<file path="src/rtl/led_pattern_shifter.sv">
// Drives NUM_LEDS outputs with one of four tick-stepped patterns.
// A debounced push-switch selects the next pattern.
module led_pattern_shifter #(
  parameter int unsigned NUM_LEDS       = 4,
  parameter int unsigned TICK_COUNT     = 5000000,
  parameter int unsigned DEBOUNCE_LIMIT = 5000000
) (
  input  logic                i_clock,
  input  logic                i_reset_n,
  input  logic                i_switch,
  output logic [NUM_LEDS-1:0] o_leds,
  output logic [1:0]          o_mode
);

  localparam int unsigned TW = (TICK_COUNT > 1) ? $clog2(TICK_COUNT) : 1;
  localparam int unsigned DW = (DEBOUNCE_LIMIT > 1) ? $clog2(DEBOUNCE_LIMIT) : 1;
  localparam logic [TW-1:0] TICK_LAST = TW'(TICK_COUNT - 1);
  localparam logic [DW-1:0] DEB_LAST  = DW'(DEBOUNCE_LIMIT - 1);

  typedef enum logic [1:0] {
    ROT_L  = 2'd0,
    ROT_R  = 2'd1,
    BOUNCE = 2'd2,
    FILL   = 2'd3
  } mode_e;

  logic                sync1_q, sync1_d;
  logic                sync2_q, sync2_d;
  logic                filt_q, filt_d;
  logic                filt_prev_q, filt_prev_d;
  logic [DW-1:0]       deb_cnt_q, deb_cnt_d;
  logic [TW-1:0]       tick_cnt_q, tick_cnt_d;
  mode_e               mode_q, mode_d;
  logic [NUM_LEDS-1:0] leds_q, leds_d;
  logic                dir_up_q, dir_up_d;
  logic                press;
  logic                tick;
  logic [1:0]          mode_inc;

  function automatic logic [NUM_LEDS-1:0] init_pattern(input mode_e m);
    logic [NUM_LEDS-1:0] p;
    p = '0;
    case (m)
      ROT_L:   p = NUM_LEDS'(1);
      ROT_R:   p = {1'b1, {(NUM_LEDS-1){1'b0}}};
      BOUNCE:  p = NUM_LEDS'(1);
      FILL:    p = '0;
      default: p = NUM_LEDS'(1);
    endcase
    return p;
  endfunction

  // State register
  always_ff @(posedge i_clock) begin
    if (!i_reset_n) begin
      sync1_q     <= 1'b0;
      sync2_q     <= 1'b0;
      filt_q      <= 1'b0;
      filt_prev_q <= 1'b0;
      deb_cnt_q   <= '0;
      tick_cnt_q  <= '0;
      mode_q      <= ROT_L;
      leds_q      <= NUM_LEDS'(1);
      dir_up_q    <= 1'b1;
    end else begin
      sync1_q     <= sync1_d;
      sync2_q     <= sync2_d;
      filt_q      <= filt_d;
      filt_prev_q <= filt_prev_d;
      deb_cnt_q   <= deb_cnt_d;
      tick_cnt_q  <= tick_cnt_d;
      mode_q      <= mode_d;
      leds_q      <= leds_d;
      dir_up_q    <= dir_up_d;
    end
  end

  // Switch conditioning: synchroniser, debounce filter, rising-edge detect
  always_comb begin
    sync1_d     = i_switch;
    sync2_d     = sync1_q;
    filt_prev_d = filt_q;
    filt_d      = filt_q;
    deb_cnt_d   = '0;
    if (sync2_q != filt_q) begin
      if (deb_cnt_q == DEB_LAST) begin
        filt_d    = sync2_q;
        deb_cnt_d = '0;
      end else begin
        deb_cnt_d = deb_cnt_q + 1'b1;
      end
    end
    press = filt_q & ~filt_prev_q;
  end

  // Next-state: a press reloads the pattern and restarts the tick phase,
  // taking priority over a coincident tick.
  always_comb begin
    tick       = (tick_cnt_q == TICK_LAST);
    tick_cnt_d = tick ? '0 : tick_cnt_q + 1'b1;
    mode_inc   = mode_q + 2'd1;
    mode_d     = mode_q;
    leds_d     = leds_q;
    dir_up_d   = dir_up_q;
    if (press) begin
      mode_d     = mode_e'(mode_inc);
      leds_d     = init_pattern(mode_e'(mode_inc));
      dir_up_d   = 1'b1;
      tick_cnt_d = '0;
    end else if (tick) begin
      case (mode_q)
        ROT_L:  leds_d = {leds_q[NUM_LEDS-2:0], leds_q[NUM_LEDS-1]};
        ROT_R:  leds_d = {leds_q[0], leds_q[NUM_LEDS-1:1]};
        BOUNCE: begin
          if (dir_up_q) begin
            leds_d = leds_q << 1;
            if (leds_d[NUM_LEDS-1]) dir_up_d = 1'b0;
          end else begin
            leds_d = leds_q >> 1;
            if (leds_d[0]) dir_up_d = 1'b1;
          end
        end
        FILL:    leds_d = (&leds_q) ? '0 : {leds_q[NUM_LEDS-2:0], 1'b1};
        default: leds_d = leds_q;
      endcase
    end
  end

  // Outputs straight from registers
  always_comb begin
    o_mode = mode_q;
    o_leds = leds_q;
  end

endmodule

</file>
<file path="config.mk">
export PLATFORM = sky130hd
export DESIGN_NAME = led_pattern_shifter
export DESIGN_NICKNAME = d
export VERILOG_FILES = /design/src/rtl/led_pattern_shifter.sv
export SDC_FILE = /design/constraint.sdc
export NUM_CORES = 1
export LEC_CHECK = 0
export CORE_MARGIN = 2
export CORE_UTILIZATION = 38
export CTS_CLUSTER_SIZE = 10
export DETAILED_ROUTE_END_ITERATION = 10
export GPL_ROUTABILITY_DRIVEN = 0
export SLEW_MARGIN = 15
export SYNTH_ARGS = -nofsm -noshare
export SYNTH_HDL_FRONTEND = slang
export SYNTH_SLANG_ARGS = --single-unit
export TNS_END_PERCENT = 100
</file>
<file path="constraint.sdc">
create_clock -name i_clock -period 6 [get_ports i_clock]
set_input_delay 1.2 -clock i_clock [delete_from_list [all_inputs] [get_ports i_clock]]
set_output_delay 1.2 -clock i_clock [all_outputs]
set_load 0.005 [all_outputs]
</file>
Word level (Yosys, flattened, before mapping)
Cells that the tools add are included.
{"block": "classes", "add_sub_neg": 3, "n_eq_ne": 9, "n_mux": 9, "bitwise_logic": 4, "reduce_logical": 10}
{"operator": "$add A23 B1 Y23 const B", "count": 2}
{"operator": "$eq A23 B23 Y1 const B", "count": 2}
{"operator": "$mux W4", "count": 4}
{"operator": "$pmux W4 S4", "count": 1}
{"operator": "$pmux W4 S3", "count": 1}
{"operator": "$eq A2 B2 Y1 const B", "count": 4}
{"operator": "$reduce_or A3 Y1", "count": 2}
{"operator": "$eq A2 B1 Y1 const B", "count": 2}
{"operator": "$logic_not A2 Y1", "count": 2}
{"operator": "$reduce_and A2 Y1", "count": 2}
{"operator": "$reduce_and A4 Y1", "count": 1}
{"operator": "$reduce_or A2 Y1", "count": 2}
{"operator": "$mux W1", "count": 3}
{"operator": "$not A1 Y1", "count": 3}
{"operator": "$add A2 B1 Y2 const B", "count": 1}
{"operator": "$reduce_bool A2 Y1", "count": 1}
{"operator": "$and A1 B1 Y1", "count": 1}
{"operator": "$ne A1 B1 Y1", "count": 1}
{"block": "word_totals", "regBits": 57, "output_inout_bits": 6}

Depth between registers and ports, before layout
{"block": "logic_depth", "depth_word": 5, "ltp_mapped": 7}

Least setup slack after synthesis
No wires, ideal clock.
{"block": "synth_path", "path_kind": "register -> register", "start": "register tick_cnt_q[13]", "end": "register tick_cnt_q[15]", "setup_ns": 0.115, "arrival_ns": 1.998, "required_ns": 5.885, "setup_slack_ns": 3.887, "path_stages_with_launch": 7, "cell_sequence": "dfxtp_1 > or4_1 > or4_4 > nor4_4 > or2_4 > buf_6 > nor2_1"}
{"block": "synth_between", "elab_chain_cells": 2}
{"item": "start, declared", "line_no": "32", "source": "logic [TW-1:0] tick_cnt_q, tick_cnt_d;"}
{"item": "start signal, assigned", "line_no": "71", "source": "tick_cnt_q <= tick_cnt_d;"}
{"item": "branches (longest 2 deep; another with $add A23 B1 Y23)"}
Parallel ways; which one is timed is not known.
A chain may end at the register's enable or synchronous reset.

Worst setup path in the final report
{"block": "layout_path", "start": "input port i_reset_n", "end": "register deb_cnt_q[10]"}
{"block": "layout_between", "elab_chain_cells": 2}
{"item": "start, declared", "line_no": "9", "source": "input logic i_reset_n,"}
{"item": "$not A1 Y1 (no source line)"}
{"item": "$reduce_or A3 Y1 (no source line)"}
{"item": "end signal, assigned", "line_no": "70", "source": "deb_cnt_q <= deb_cnt_d;"}
{"item": "end, declared", "line_no": "31", "source": "logic [DW-1:0] deb_cnt_q, deb_cnt_d;"}
Every way passes these cells.

==> results.yml <==
clock_network:
  post_cts_resize_count: 0
  cts-hold-fix-buffers: 0
  clk-insertion-delay-late_ns: 0.33
  ctsRootBufferMaster: "sky130_fd_sc_hd__clkbuf_8"
  clkSlewWorstSetupHoldPaths_ns: 0.06
  cts_inserted_buffers: 9
  cts.path.max_buffers: 2
  tritoncts: "built"
  cts_num_sinks: 57
  postCtsSetupRepairBufs: 0
  cts_htree_levels: 3
hold_path:
  holdPathStages: 1
  hp-class: "reg2reg"
  timing.hold.worst_endpoint: "sync2_q"
  min_from: "sync1_q"
synthesis:
  synth-edff-count: 0
  ys_dominant_reg_cell: "sky130_fd_sc_hd__dfxtp_1"
  async_reset_ff_share_pct: 0
  syn_area_per_cell_um2: 8.67
  synth.lib_cells_used.distinct: 39
  yosysWarnings: 0
  synthesis.instances: 309
  synth_area_mm2: 0.00268
  ys_seq_elements: 57
  synth.net_count: 319
  ys_seq_area_share_pct: 42.6
routing:
  vias_per_inst: 4.79
  vias_post_dr: 2016
  number_of_drc_markers_in_iteration_0: 101
  postRouteWirelength_mm: 4.87
  per_cell_routed_wire_length_um: 11.6
  drtPass1Iterations: 5
  dr_wl_met3_um: 167
  drt-met1-wl_mm: 2.44
  met2_length_mm: 2.19
  antenna_violating_nets_post_route: 0
  dr_top_layer: "met4"
  post-route-drc-count: 0
floorplan:
  fp.dieH_um: 88.0
  fp.dieW_um: 88.0
  start_util_pct: 39.4
  die-area_mm2: 0.00774
  core-area_mm2: 0.00679
  ioPinCount: 9
  core.rowCount: 30
critical_path:
  worst_setup_path_start_kind: "input port"
  timing.reg2reg.setup_slack_ns: 3.68
  timing.critical_path.arrival_ns: 2.78
  critical_path.max_fanout: 23
  rr_worst_depth: 5
  critical_path_required_ns: 6.24
  worstSetupEndpointType: "flip-flop"
  rr_startpoint: "tick_cnt_q[15]"
  rr_endpoint: "tick_cnt_q[19]"
  worst_setup_path_class: "in2reg"
timing:
  rsz0062_at_grt: "false"
  timing.fmax_mhz: 394
  layout_worst_path_cycle_share_pct: 42.3
  finalCriticalPeriod_ns: 2.54
  maxSlewViolCount: 0
  fin_tns_setup_ns: 0
  hold_violations: 0
  setup_viol_count_final: 0
  max_slew.worst_pin.slew_ns: 0.841
  clock_skew_ns: 0.00505
  slew-limit-headroom_pct: 43.7
place:
  post-dp-hpwl_mm: 3.38
  port-buffer-count: 8
grt:
  grt_residual_overflow: 0
  first_pass_grt_wire_length_mm: 8.53
  groute.usage.overall_pct: 14.1
  grt_antenna_before_repair: 0
  grt_start_max_net_pins: 24
  first_global_vias: 1943
run:
  maxCapViolations: 0
finish:
  layout-drive-gt1-share_pct: 6.46
  antenna_cells_inserted: 0
  fill_cells: 669
  layout.nets: 332
  area_delta_synth_final_pct: 11.5
power_and_ir_drop:
  fin_total_pwr_mw: 0.678
  power_per_cell_area_mw_per_mm2: 227
  irDropWorstVdd_uv: 122
  cellLeakagePower_nw: 0.979
run_status:
  run_status: "finished, final reports clean"
state kept, by name, summed over array words and instances (netlist names):
register,flops
o_mode,2
filt_prev_q,1
tick_cnt_q,23
filt_prev_d,1
deb_cnt_q,23
dir_up_q,1
o_leds,4
sync2_q,1
sync1_q,1
metrics by stage:
stage	utilization (%)	hold WS, ns	worst slack [ns]	instance area [um^2]	instances
after global routing	44.0	0.458	3.18	2990	421
after floorplan	-	0.412	3.89	2680	309
after global placement	41.8	0.430	3.15	2840	407
final	44.0	0.439	3.46	2990	421
after CTS	44.0	0.445	3.44	2990	421
after detailed placement	41.8	0.436	3.08	2840	407
worst max path at each step:
stage	from	end	slack [ns]	depth (start not counted)
after global placement	i_reset_n	deb_cnt_q[1]	3.15	3
after global routing	i_reset_n	deb_cnt_q[10]	3.18	3
after CTS	i_reset_n	deb_cnt_q[10]	3.44	3
after detailed placement	i_reset_n	deb_cnt_q[10]	3.08	3
final	i_reset_n	deb_cnt_q[10]	3.46	3
after floorplan	tick_cnt_q[13]	tick_cnt_q[15]	3.89	6
cell usage after synthesis (4+ instances only):
| library cell | n | area (um^2) |
|---|---|---|
| sky130_fd_sc_hd__a21oi_1 | 4 | 20.0 |
| sky130_fd_sc_hd__and2_1 | 4 | 25.0 |
| sky130_fd_sc_hd__dfxtp_1 | 57 | 1140 |
| sky130_fd_sc_hd__ha_1 | 7 | 87.6 |
| sky130_fd_sc_hd__inv_1 | 11 | 41.3 |
| sky130_fd_sc_hd__nand2_1 | 21 | 78.8 |
| sky130_fd_sc_hd__nand3_1 | 21 | 105 |
| sky130_fd_sc_hd__nand4_1 | 17 | 106 |
| sky130_fd_sc_hd__nor2_1 | 63 | 236 |
| sky130_fd_sc_hd__nor3_1 | 8 | 40.0 |
| sky130_fd_sc_hd__nor4_1 | 5 | 31.3 |
| sky130_fd_sc_hd__or4_1 | 4 | 30.0 |
| sky130_fd_sc_hd__xnor2_1 | 22 | 193 |
| sky130_fd_sc_hd__xor2_1 | 21 | 184 |
critical path: stages:
cell and delay, ns:
sky130_fd_sc_hd__clkdlybuf4s50_1 0.65, sky130_fd_sc_hd__nand3b_1 0.65, sky130_fd_sc_hd__nor2_1 0.28
metal layers:
metal,global-route usage (%),vias up
met5,0,-
met4,5.59,0
met3,5.47,7
met2,22.1,20
met1,17.5,905
li1,-,1084
layout by cell type, fill, tap and decap left out, drive strengths merged, types with 8 or more instances in the layout:
master	count
xnor2	22
clkdlybuf4s50	8
nand2	21
inv	11
nor3	8
dfxtp	57
nand4	17
nand3	21
clkbuf	10
nor2	63
xor2	21
where the power goes:
group | internal [mW] | switching [mW]
Sequential | 0.381 | 0.00252
Clock | 0.143 | 0.140
Combinational | 0.00427 | 0.00685
Total | 0.528 | 0.150
cell type report:
class | instances | area, um^2 | area share (%)
Sequential cell | 57 | 1140 | 38.2
Clock buffer | 10 | 128 | 4.27
Multi-Input combinational cell | 235 | 1460 | 48.7
Timing Repair Buffer | 8 | 80.1 | 2.68
Inverter | 11 | 41.3 | 1.38
Clock inverter | 4 | 22.5 | 0.754
Tap cell | 96 | 120 | 4.02
kinds of logic (layout without fill, tap and decap cells):
kind of cell | Yosys count | count (layout) | share of synthesized area (%)
compound gates | 16 | 16 | 3.78
buf+inv | 17 | 33 | 3.08
xor+xnor | 43 | 43 | 14.1
fa+ha+maj | 7 | 7 | 3.27
simple gates | 166 | 166 | 32.1
mux | 3 | 3 | 1.12
flops | 57 | 57 | 42.6
Note: power is estimated with default switching activity, not from simulation.
